===== config.mk =====
export PLATFORM = sky130hd
export DESIGN_NAME = pipeline_ctrl_flat
export DESIGN_NICKNAME = d
export VERILOG_FILES = /design/src/rtl/pipeline_ctrl_if.sv /design/src/rtl/pipeline_ctrl.sv /design/src/flat_wrapper.sv
export SDC_FILE = /design/constraint.sdc
export NUM_CORES = 1
export LEC_CHECK = 0
export BUFFER_PORTS_ARGS = -buffer_cell sky130_fd_sc_hd__buf_2
export CAP_MARGIN = 20
export CORE_MARGIN = 2
export CORE_UTILIZATION = 48
export CTS_BUF_LIST = sky130_fd_sc_hd__clkbuf_4 sky130_fd_sc_hd__clkbuf_8
export DETAILED_ROUTE_END_ITERATION = 6
export PLACE_DENSITY_LB_ADDON = 0.15
export SLEW_MARGIN = 20
export SYNTH_ARGS = -nofsm -noshare
export SYNTH_HDL_FRONTEND = slang
export SYNTH_SLANG_ARGS = --single-unit

===== constraint.sdc =====
create_clock -name clk -period 2.5 [get_ports clk]
set_input_delay 0.125 -clock clk [delete_from_list [all_inputs] [get_ports clk]]
set_output_delay 0.125 -clock clk [all_outputs]
set_load 0.01 [all_outputs]

===== src/rtl/pipeline_ctrl_if.sv =====
// pipeline_ctrl_if: hazard/event inputs and per-stage enable, flush and redirect strobes of the pipeline sequencer.
interface pipeline_ctrl_if #(parameter int XLEN = 32);
    logic            load_use_stall;
    logic [2:0]      excpt_in;
    logic [XLEN-1:0] excpt_pc;
    logic            branch_taken;
    logic [XLEN-1:0] branch_target;
    logic            eret;
    logic            icache_miss;
    logic            icache_ready;
    logic            dcache_miss;
    logic            dcache_ready;
    logic            pc_we;
    logic            if_id_we;
    logic            id_ex_we;
    logic            ex_mem_we;
    logic            mem_wb_we;
    logic            if_id_flush;
    logic            id_ex_flush;
    logic            ex_mem_flush;
    logic            redirect;
    logic [XLEN-1:0] redirect_pc;
    logic [XLEN-1:0] epc_q;
    logic [2:0]      cause_q;
    logic            in_trap;
    logic            halted;
    logic [31:0]     stall_cycles;
    modport master (
        input  load_use_stall, excpt_in, excpt_pc, branch_taken, branch_target, eret,
               icache_miss, icache_ready, dcache_miss, dcache_ready,
        output pc_we, if_id_we, id_ex_we, ex_mem_we, mem_wb_we,
               if_id_flush, id_ex_flush, ex_mem_flush, redirect, redirect_pc,
               epc_q, cause_q, in_trap, halted, stall_cycles
    );
    modport slave (
        output load_use_stall, excpt_in, excpt_pc, branch_taken, branch_target, eret,
               icache_miss, icache_ready, dcache_miss, dcache_ready,
        input  pc_we, if_id_we, id_ex_we, ex_mem_we, mem_wb_we,
               if_id_flush, id_ex_flush, ex_mem_flush, redirect, redirect_pc,
               epc_q, cause_q, in_trap, halted, stall_cycles
    );
endinterface


===== src/rtl/pipeline_ctrl.sv =====
// pipeline_ctrl: merges stalls, misses, branches and exceptions into stage enables/flushes, PC redirects and trap state.
module pipeline_ctrl #(
    parameter int              XLEN         = 32,
    parameter logic [XLEN-1:0] HANDLER_ADDR = 32'h0000_2000
) (
    input logic             clk,
    input logic             rst_n,
    pipeline_ctrl_if.master bus
);
    localparam logic [2:0] RUN = 3'd0, IMISS = 3'd1, DMISS = 3'd2, TRAP_REDIRECT = 3'd3, HALT = 3'd4;
    logic [2:0]      state, nxt;
    logic [4:0]      we;
    logic [2:0]      fl;
    logic            redir, exc_take, eret_take, miss;
    logic [XLEN-1:0] redir_pc, epc;
    logic [2:0]      cause;
    logic            in_trap;
    logic [31:0]     stall;
    // we = {pc, if_id, id_ex, ex_mem, mem_wb}; fl = {if_id, id_ex, ex_mem}
    always_comb begin
        we = '1;
        fl = '0;
        redir = 1'b0;
        redir_pc = bus.branch_target;
        nxt = state;
        exc_take = 1'b0;
        eret_take = 1'b0;
        miss = (state == IMISS) ? !bus.icache_ready : bus.icache_miss;
        case (state)
            RUN, IMISS: begin
                if (bus.excpt_in != 3'b000) begin
                    exc_take = 1'b1;
                    we[4] = 1'b0;
                    fl = '1;
                    nxt = in_trap ? HALT : TRAP_REDIRECT;
                end else if (bus.dcache_miss) begin
                    we = '0;
                    nxt = DMISS;
                end else if (bus.branch_taken || bus.eret) begin
                    eret_take = !bus.branch_taken;
                    redir = 1'b1;
                    redir_pc = bus.branch_taken ? bus.branch_target : epc;
                    fl = 3'b110;
                    nxt = RUN;
                end else if (bus.load_use_stall) begin
                    we[4:3] = 2'b00;
                    fl = 3'b010;
                    nxt = miss ? IMISS : RUN;
                end else begin
                    we[4] = !miss;
                    fl[2] = miss;
                    nxt = miss ? IMISS : RUN;
                end
            end
            DMISS: begin
                we = {5{bus.dcache_ready}};
                nxt = bus.dcache_ready ? RUN : DMISS;
            end
            TRAP_REDIRECT: begin
                redir = 1'b1;
                redir_pc = HANDLER_ADDR;
                fl = 3'b100;
                nxt = RUN;
            end
            default: we = '0;
        endcase
    end
    always_ff @(posedge clk or negedge rst_n) begin
        if (!rst_n) begin
            state <= RUN;
            epc <= '0;
            cause <= '0;
            in_trap <= 1'b0;
            stall <= '0;
        end else begin
            state <= nxt;
            if (exc_take) begin
                epc <= bus.excpt_pc;
                cause <= bus.excpt_in;
            end
            if (state == TRAP_REDIRECT) in_trap <= 1'b1;
            else if (eret_take) in_trap <= 1'b0;
            if (!we[4] && state != HALT && stall != '1) stall <= stall + 32'd1;
        end
    end
    assign {bus.pc_we, bus.if_id_we, bus.id_ex_we, bus.ex_mem_we, bus.mem_wb_we} = rst_n ? we : '0;
    assign {bus.if_id_flush, bus.id_ex_flush, bus.ex_mem_flush} = rst_n ? fl : '0;
    assign bus.redirect = redir;
    assign bus.redirect_pc = redir_pc;
    assign bus.epc_q = epc;
    assign bus.cause_q = cause;
    assign bus.in_trap = in_trap;
    assign bus.halted = (state == HALT);
    assign bus.stall_cycles = stall;
endmodule


===== src/flat_wrapper.sv =====
// flat-port wrapper written by rule: the top's interface ports become plain ports
module pipeline_ctrl_flat 
#(
    parameter int              XLEN         = 32,
    parameter logic [XLEN-1:0] HANDLER_ADDR = 32'h0000_2000
)
  (clk, rst_n, bus_load_use_stall, bus_excpt_in, bus_excpt_pc, bus_branch_taken, bus_branch_target, bus_eret, bus_icache_miss, bus_icache_ready, bus_dcache_miss, bus_dcache_ready, bus_pc_we, bus_if_id_we, bus_id_ex_we, bus_ex_mem_we, bus_mem_wb_we, bus_if_id_flush, bus_id_ex_flush, bus_ex_mem_flush, bus_redirect, bus_redirect_pc, bus_epc_q, bus_cause_q, bus_in_trap, bus_halted, bus_stall_cycles);
  pipeline_ctrl_if #(.XLEN(XLEN)) bus_i ();
  input logic clk;
  input logic rst_n;
  input wire logic [$bits(bus_i.load_use_stall)-1:0] bus_load_use_stall;
  input wire logic [$bits(bus_i.excpt_in)-1:0] bus_excpt_in;
  input wire logic [$bits(bus_i.excpt_pc)-1:0] bus_excpt_pc;
  input wire logic [$bits(bus_i.branch_taken)-1:0] bus_branch_taken;
  input wire logic [$bits(bus_i.branch_target)-1:0] bus_branch_target;
  input wire logic [$bits(bus_i.eret)-1:0] bus_eret;
  input wire logic [$bits(bus_i.icache_miss)-1:0] bus_icache_miss;
  input wire logic [$bits(bus_i.icache_ready)-1:0] bus_icache_ready;
  input wire logic [$bits(bus_i.dcache_miss)-1:0] bus_dcache_miss;
  input wire logic [$bits(bus_i.dcache_ready)-1:0] bus_dcache_ready;
  output wire logic [$bits(bus_i.pc_we)-1:0] bus_pc_we;
  output wire logic [$bits(bus_i.if_id_we)-1:0] bus_if_id_we;
  output wire logic [$bits(bus_i.id_ex_we)-1:0] bus_id_ex_we;
  output wire logic [$bits(bus_i.ex_mem_we)-1:0] bus_ex_mem_we;
  output wire logic [$bits(bus_i.mem_wb_we)-1:0] bus_mem_wb_we;
  output wire logic [$bits(bus_i.if_id_flush)-1:0] bus_if_id_flush;
  output wire logic [$bits(bus_i.id_ex_flush)-1:0] bus_id_ex_flush;
  output wire logic [$bits(bus_i.ex_mem_flush)-1:0] bus_ex_mem_flush;
  output wire logic [$bits(bus_i.redirect)-1:0] bus_redirect;
  output wire logic [$bits(bus_i.redirect_pc)-1:0] bus_redirect_pc;
  output wire logic [$bits(bus_i.epc_q)-1:0] bus_epc_q;
  output wire logic [$bits(bus_i.cause_q)-1:0] bus_cause_q;
  output wire logic [$bits(bus_i.in_trap)-1:0] bus_in_trap;
  output wire logic [$bits(bus_i.halted)-1:0] bus_halted;
  output wire logic [$bits(bus_i.stall_cycles)-1:0] bus_stall_cycles;
  assign bus_i.load_use_stall = bus_load_use_stall;
  assign bus_i.excpt_in = bus_excpt_in;
  assign bus_i.excpt_pc = bus_excpt_pc;
  assign bus_i.branch_taken = bus_branch_taken;
  assign bus_i.branch_target = bus_branch_target;
  assign bus_i.eret = bus_eret;
  assign bus_i.icache_miss = bus_icache_miss;
  assign bus_i.icache_ready = bus_icache_ready;
  assign bus_i.dcache_miss = bus_dcache_miss;
  assign bus_i.dcache_ready = bus_dcache_ready;
  assign bus_pc_we = bus_i.pc_we;
  assign bus_if_id_we = bus_i.if_id_we;
  assign bus_id_ex_we = bus_i.id_ex_we;
  assign bus_ex_mem_we = bus_i.ex_mem_we;
  assign bus_mem_wb_we = bus_i.mem_wb_we;
  assign bus_if_id_flush = bus_i.if_id_flush;
  assign bus_id_ex_flush = bus_i.id_ex_flush;
  assign bus_ex_mem_flush = bus_i.ex_mem_flush;
  assign bus_redirect = bus_i.redirect;
  assign bus_redirect_pc = bus_i.redirect_pc;
  assign bus_epc_q = bus_i.epc_q;
  assign bus_cause_q = bus_i.cause_q;
  assign bus_in_trap = bus_i.in_trap;
  assign bus_halted = bus_i.halted;
  assign bus_stall_cycles = bus_i.stall_cycles;
  pipeline_ctrl #(.XLEN(XLEN), .HANDLER_ADDR(HANDLER_ADDR)) u_core (.clk(clk), .rst_n(rst_n), .bus(bus_i));
endmodule

; ---- Word level (Yosys, flattened, before mapping)
; Index checks and enable logic that the tools add are counted.
[word_totals]
wordCells = 65
in_bits = 76
out_inout_bits = 110
ff_bits = 71
[classes]
muxes = 41
eq_ne = 6
reduce_logical = 12
add_sub_neg = 1
[ops]
columns = op, n
row1 = $mux W32, 4
row2 = $pmux W32 S2, 1
row3 = $add A32 B1 Y32 const B, 1
row4 = $ne A32 B32 Y1 const B, 1
row5 = $mux W3, 9
row6 = $mux W1, 17
row7 = $pmux W5 S3, 1
row8 = $pmux W3 S3, 1
row9 = $mux W2, 4
row10 = $eq A3 B2 Y1 const B, 2
row11 = $pmux W3 S2, 1
row12 = $reduce_bool A3 Y1, 2
row13 = $mux W5, 1
row14 = $logic_not A1 Y1, 4
row15 = $mux W4, 1
row16 = $eq A3 B1 Y1 const B, 1
row17 = $eq A3 B3 Y1 const B, 1
row18 = $logic_not A3 Y1, 1
row19 = $ne A3 B3 Y1 const B, 1
row20 = $logic_and A1 B1 Y1, 2
row21 = $pmux W1 S2, 1
row22 = $reduce_bool A2 Y1, 1
row23 = $reduce_or A2 Y1, 1
row24 = $logic_or A1 B1 Y1, 1

; ---- Logic depth before layout (Yosys ltp)
[depth]
ltp_word = 11
depth_mapped = 8
depth_no_buf = 6

; ---- Least setup slack after synthesis
; No wires, ideal clock.
[synth_path]
path_kind = register -> output
start = reg u_core.state[2]
end = out bus_redirect_pc[1]
required_ps = 2375
arrival_time_ps = 1751
stages_incl_launch_ff = 9
n_path_buf = 3
setup_slack_ps = 624
cell_sequence = dfrtp_1 > buf_2 > nor2_2 > nand3b_1 > or3b_2 > buf_2 > buf_6 > nand3_1 > nand2_1
[synth_via]
elab_chain_len = 3
elab_cells_between_ends = 5
classes_between = eq/ne (2) / mux (1) / reduce/logical (2)
[synth_rtl]
columns = item, line
row1 = start: declaration, pipeline_ctrl.sv:11  ; logic [2:0] state, nxt;
row2 = start signal: assignment, pipeline_ctrl.sv:76  ; state <= nxt;
row3 = $eq A3 B1 Y1 or $logic_not A3 Y1 (tied branches), pipeline_ctrl.sv:29  ; case (state)
row4 = $reduce_or A2 Y1, pipeline_ctrl.sv:29
row5 = $pmux W32 S2 *, pipeline_ctrl.sv:29
row6 = end: declaration, flat_wrapper.sv:30  ; output wire logic [$bits(bus_i.redirect_pc)-1:0] bus_redirect_pc;
; Mark *: on every way between the ends. The rest lies on a longest branch, timed or not.

; ---- Worst setup path in the final report
[layout_path]
start = reg u_core.state[2]
end = out bus_redirect_pc[5]
; The elaborated chain is that of the path after synthesis.

==> impl_metrics.ini <==
[run_status]
outcome = finished clean

[sta]
finalSetupTns_ns = 0
rsz0062_at_grt = false
setup_viol = 0
max_freq_ghz = 0.423
maxSlewViolCount = 0
clock_skew_ns = 0.00842
holdWs_ns = 0.0186
period_minus_slack_ns = 2.36
slew_headroom_pct = 50.0
hold_viol = 0
fin_crit_sh_pct = 94.5
worst_slew_pin_slew_ns = 0.750

[finish]
finalNonFillerCells = 776
layout-drive-gt1-share_pct = 33.8
seq_area_um2 = 1780
multi_input_area_um2 = 1910
nets = 747
final_cell_mix = buf_2, nand2_1, dfrtp_1
post-route-cell-area_um2 = 5390
final_common_cell = buf_2
fillCellCount = 666
antennaDiodeCount = 0
area_growth_pct = 42.1

[floorplanning]
die_w_um = 92.9
die_h_um = 92.9
start_util_pct = 49.3
core_area_um2 = 7690
rows = 32
dieArea_um2 = 8620
io_pins = 186

[worst_setup_path]
criticalPathCategory = flop to output port
cp_max_fo = 9
cp.depth = 7
rr_endpoint = u_core.bus.stall_cycles[22]
cp.arrival_ns = 2.24
cp-start-kind = flop
critPathTopFamily = simple AND/OR/NAND/NOR gates
reg2reg_depth = 6
crit_path_end = bus_redirect_pc[5]
cp-end-kind = output port
required_ns = 2.38
critPathBufInv = 2
critPathSlowestCell = dfrtp_1
r2r_slack_ns = 0.30
reg2reg_from = u_core.state[2]
path_cells = nor2_4, nand3b_1, buf_4, or3b_4, nand3_1, nand2_1, buf_2
critPathMaxStageDelay_ns = 0.52
startpoint = u_core.state[2]

[power]
swShare_pct = 33.4
power.density_nw_per_um2 = 611
clkPwrFrac_pct = 27.1
power_frac_seq_pct = 46.5
combPwrFrac_pct = 26.4
power_switching_mw = 1.10
p_leak_nw = 2.91
p_int_mw = 2.19
power_mw = 3.29
peakVddDrop_mv = 0.387

[drt]
wl_met3_um = 835
num_vias = 4085
drt_iter0_drc = 252
wl_mm = 12.2
route.detailed.drc = 0
drt-vias-per-instance = 5.26
dr.pass1.iters = 4
routed-wl-met2_mm = 6.19
wire_per_inst_um = 15.7
wl_met1_mm = 4.88
ant_nets = 0
highest_layer = met4

[synth]
ys_seq_area_share_pct = 46.9
synth-simple-area-share_pct = 37.4
syn_area_um2 = 3790
ys_ff_latch = 71
synth_fp_nets = 529
synth_top_family_by_area = simple AND/OR/NAND/NOR gates
synthCells = 452
postSynthAreaPerCell_um2 = 8.38
ys_warn_count = 0
synth.mux.area_fraction_pct = 0.297
synthAdderAreaFrac_pct = 0.330
synth.distinct_cells = 40
synth_compound_area_share_pct = 3.73
synthXorXnorAreaFrac_pct = 7.16

[cts]
h-tree-depth = 3
tritoncts = done
clock_latency_ns = 0.34
numCtsBuffers = 9
cts.clk_slew.worst_paths_ns = 0.07
clockBufferDepth = 2
clkSinkCount = 71
root_buffer = clkbuf_8

[job]
drv_cap = 0

[min_path]
hp-class = input pin to flop

[placed_design]
io_buffer_count = 185
gp_congestion = 0.861
post-dp-hpwl_mm = 8.28
dpl_cell_area_um2 = 4820
placed_cells_incl_taps = 724

[grt]
grt_overflow = 0
grt_pass1_wl_mm = 19.4
grt_max_degree = 63
grt_usage_pct = 28.4
grt_pass1_vias = 3928
antenna_found_initial = 0
layer usage:
metal	GRT usage (%)	up-vias
met2	49.0	177
met4	13.5	0
met1	34.6	1933
met3	4.56	28
li1	-	1947
met5	0	-
worst reg2reg max path, cell delays in order, from the launching register on:
cell and delay (ns):
dfrtp_1 0.52, nor3b_2 0.30, o211ai_2 0.17, a311oi_4 0.50, buf_4 0.29, nand4_1 0.16, xnor2_1 0.15
sequential cells by signal, indices dropped and copies added (netlist names):
name	cells
u_core.bus.epc_q	32
u_core.bus.stall_cycles	32
u_core.bus.cause_q	3
u_core.state	3
u_core.bus.in_trap	1
synth_stat cells, drive strengths merged:
| cell type | number | share of area [%] |
|---|---|---|
| o221ai | 1 | 0.23 |
| nor2b | 2 | 0.33 |
| nand2 | 173 | 17 |
| inv | 3 | 0.30 |
| a21o | 1 | 0.20 |
| a22o | 2 | 0.46 |
| nor3 | 8 | 1.4 |
| and4 | 6 | 1.4 |
| dfrtp | 71 | 47 |
| a311oi | 1 | 0.40 |
| o211ai | 2 | 0.53 |
| xnor2 | 30 | 6.9 |
| nand3 | 53 | 7.1 |
| a21oi | 5 | 0.66 |
| nor2 | 9 | 0.96 |
| o21ai | 5 | 0.66 |
| or3 | 1 | 0.17 |
| nor3b | 2 | 0.53 |
| and3 | 13 | 2.1 |
| nand4 | 20 | 3.3 |
| or2 | 1 | 0.17 |
| xor2 | 1 | 0.23 |
| o21a | 1 | 0.20 |
| buf | 16 | 3.0 |
| mux2 | 1 | 0.30 |
| clkbuf | 9 | 0.89 |
| or4bb | 1 | 0.30 |
| a2111oi | 1 | 0.40 |
| nor4 | 1 | 0.56 |
| and2 | 9 | 1.5 |
| nand3b | 1 | 0.20 |
| or3b | 1 | 0.23 |
| ha | 1 | 0.33 |
worst min path at each step:
stage	from	end	slack [ns]	cells after the start
finish	bus_excpt_pc[31]	u_core.bus.epc_q[31]	0.02	3
global route	bus_excpt_pc[31]	u_core.bus.epc_q[31]	0.04	3
CTS	bus_excpt_pc[31]	u_core.bus.epc_q[31]	0.004	3
detailed placement	rst_n	u_core.state[1]	0.04	1
global placement	rst_n	u_core.state[1]	0.03	1
floorplan	rst_n	u_core.bus.cause_q[0]	-0.17	0
cell families (layout without fill, tap and decap cells):
logic type / Yosys count / count (layout)
multiplexers: 1 / 1
flip-flops: 71 / 71
XOR/XNOR: 31 / 31
AO/OA/AOI/OAI: 19 / 19
adder cells (fa/ha/maj): 1 / 1
AND/OR/NAND/NOR: 301 / 303
buffers and inverters: 28 / 248
stage by stage:
step / setup slack, ns / utilization (%)
final: 0.139 / 70.1
after detailed placement: 0.113 / 62.6
after global placement: 0.252 / 62.6
after CTS: 0.0289 / 69.6
after floorplan: 0.624 / -
after global routing: 0.0195 / 70.1
what timing repair did:
action | CTS | global route
endpoints found under the hold margin | 40 | 0
endpoints found under the setup margin | 32 | 32
pin swaps | 1 | 3
gates resized for setup | 4 | 1
cloned | 1 | 1
buffers inserted | 0 | 3
hold buffers | 32 | 0
cell type report:
class	instances	area share [%]
Clock buffer	10	2.44
Clock inverter	5	1.11
Inverter	3	0.209
Multi-Input combinational cell	355	35.5
Sequential cell	71	33.0
Tap cell	102	2.37
Timing Repair Buffer	230	25.4
power groups by stage:
stage / sequential, mW / combinational, mW / clock, mW
2_1_floorplan: 1.57 / 0.382 / 0
3_3_place_gp: 1.53 / 0.808 / 0
3_5_place_dp: 1.54 / 0.830 / 0
4_1_cts: 1.52 / 0.871 / 0.917
5_1_grt: 1.55 / 0.959 / 0.976
6_report: 1.53 / 0.869 / 0.893
Note: power is estimated with default switching activity, not from simulation.
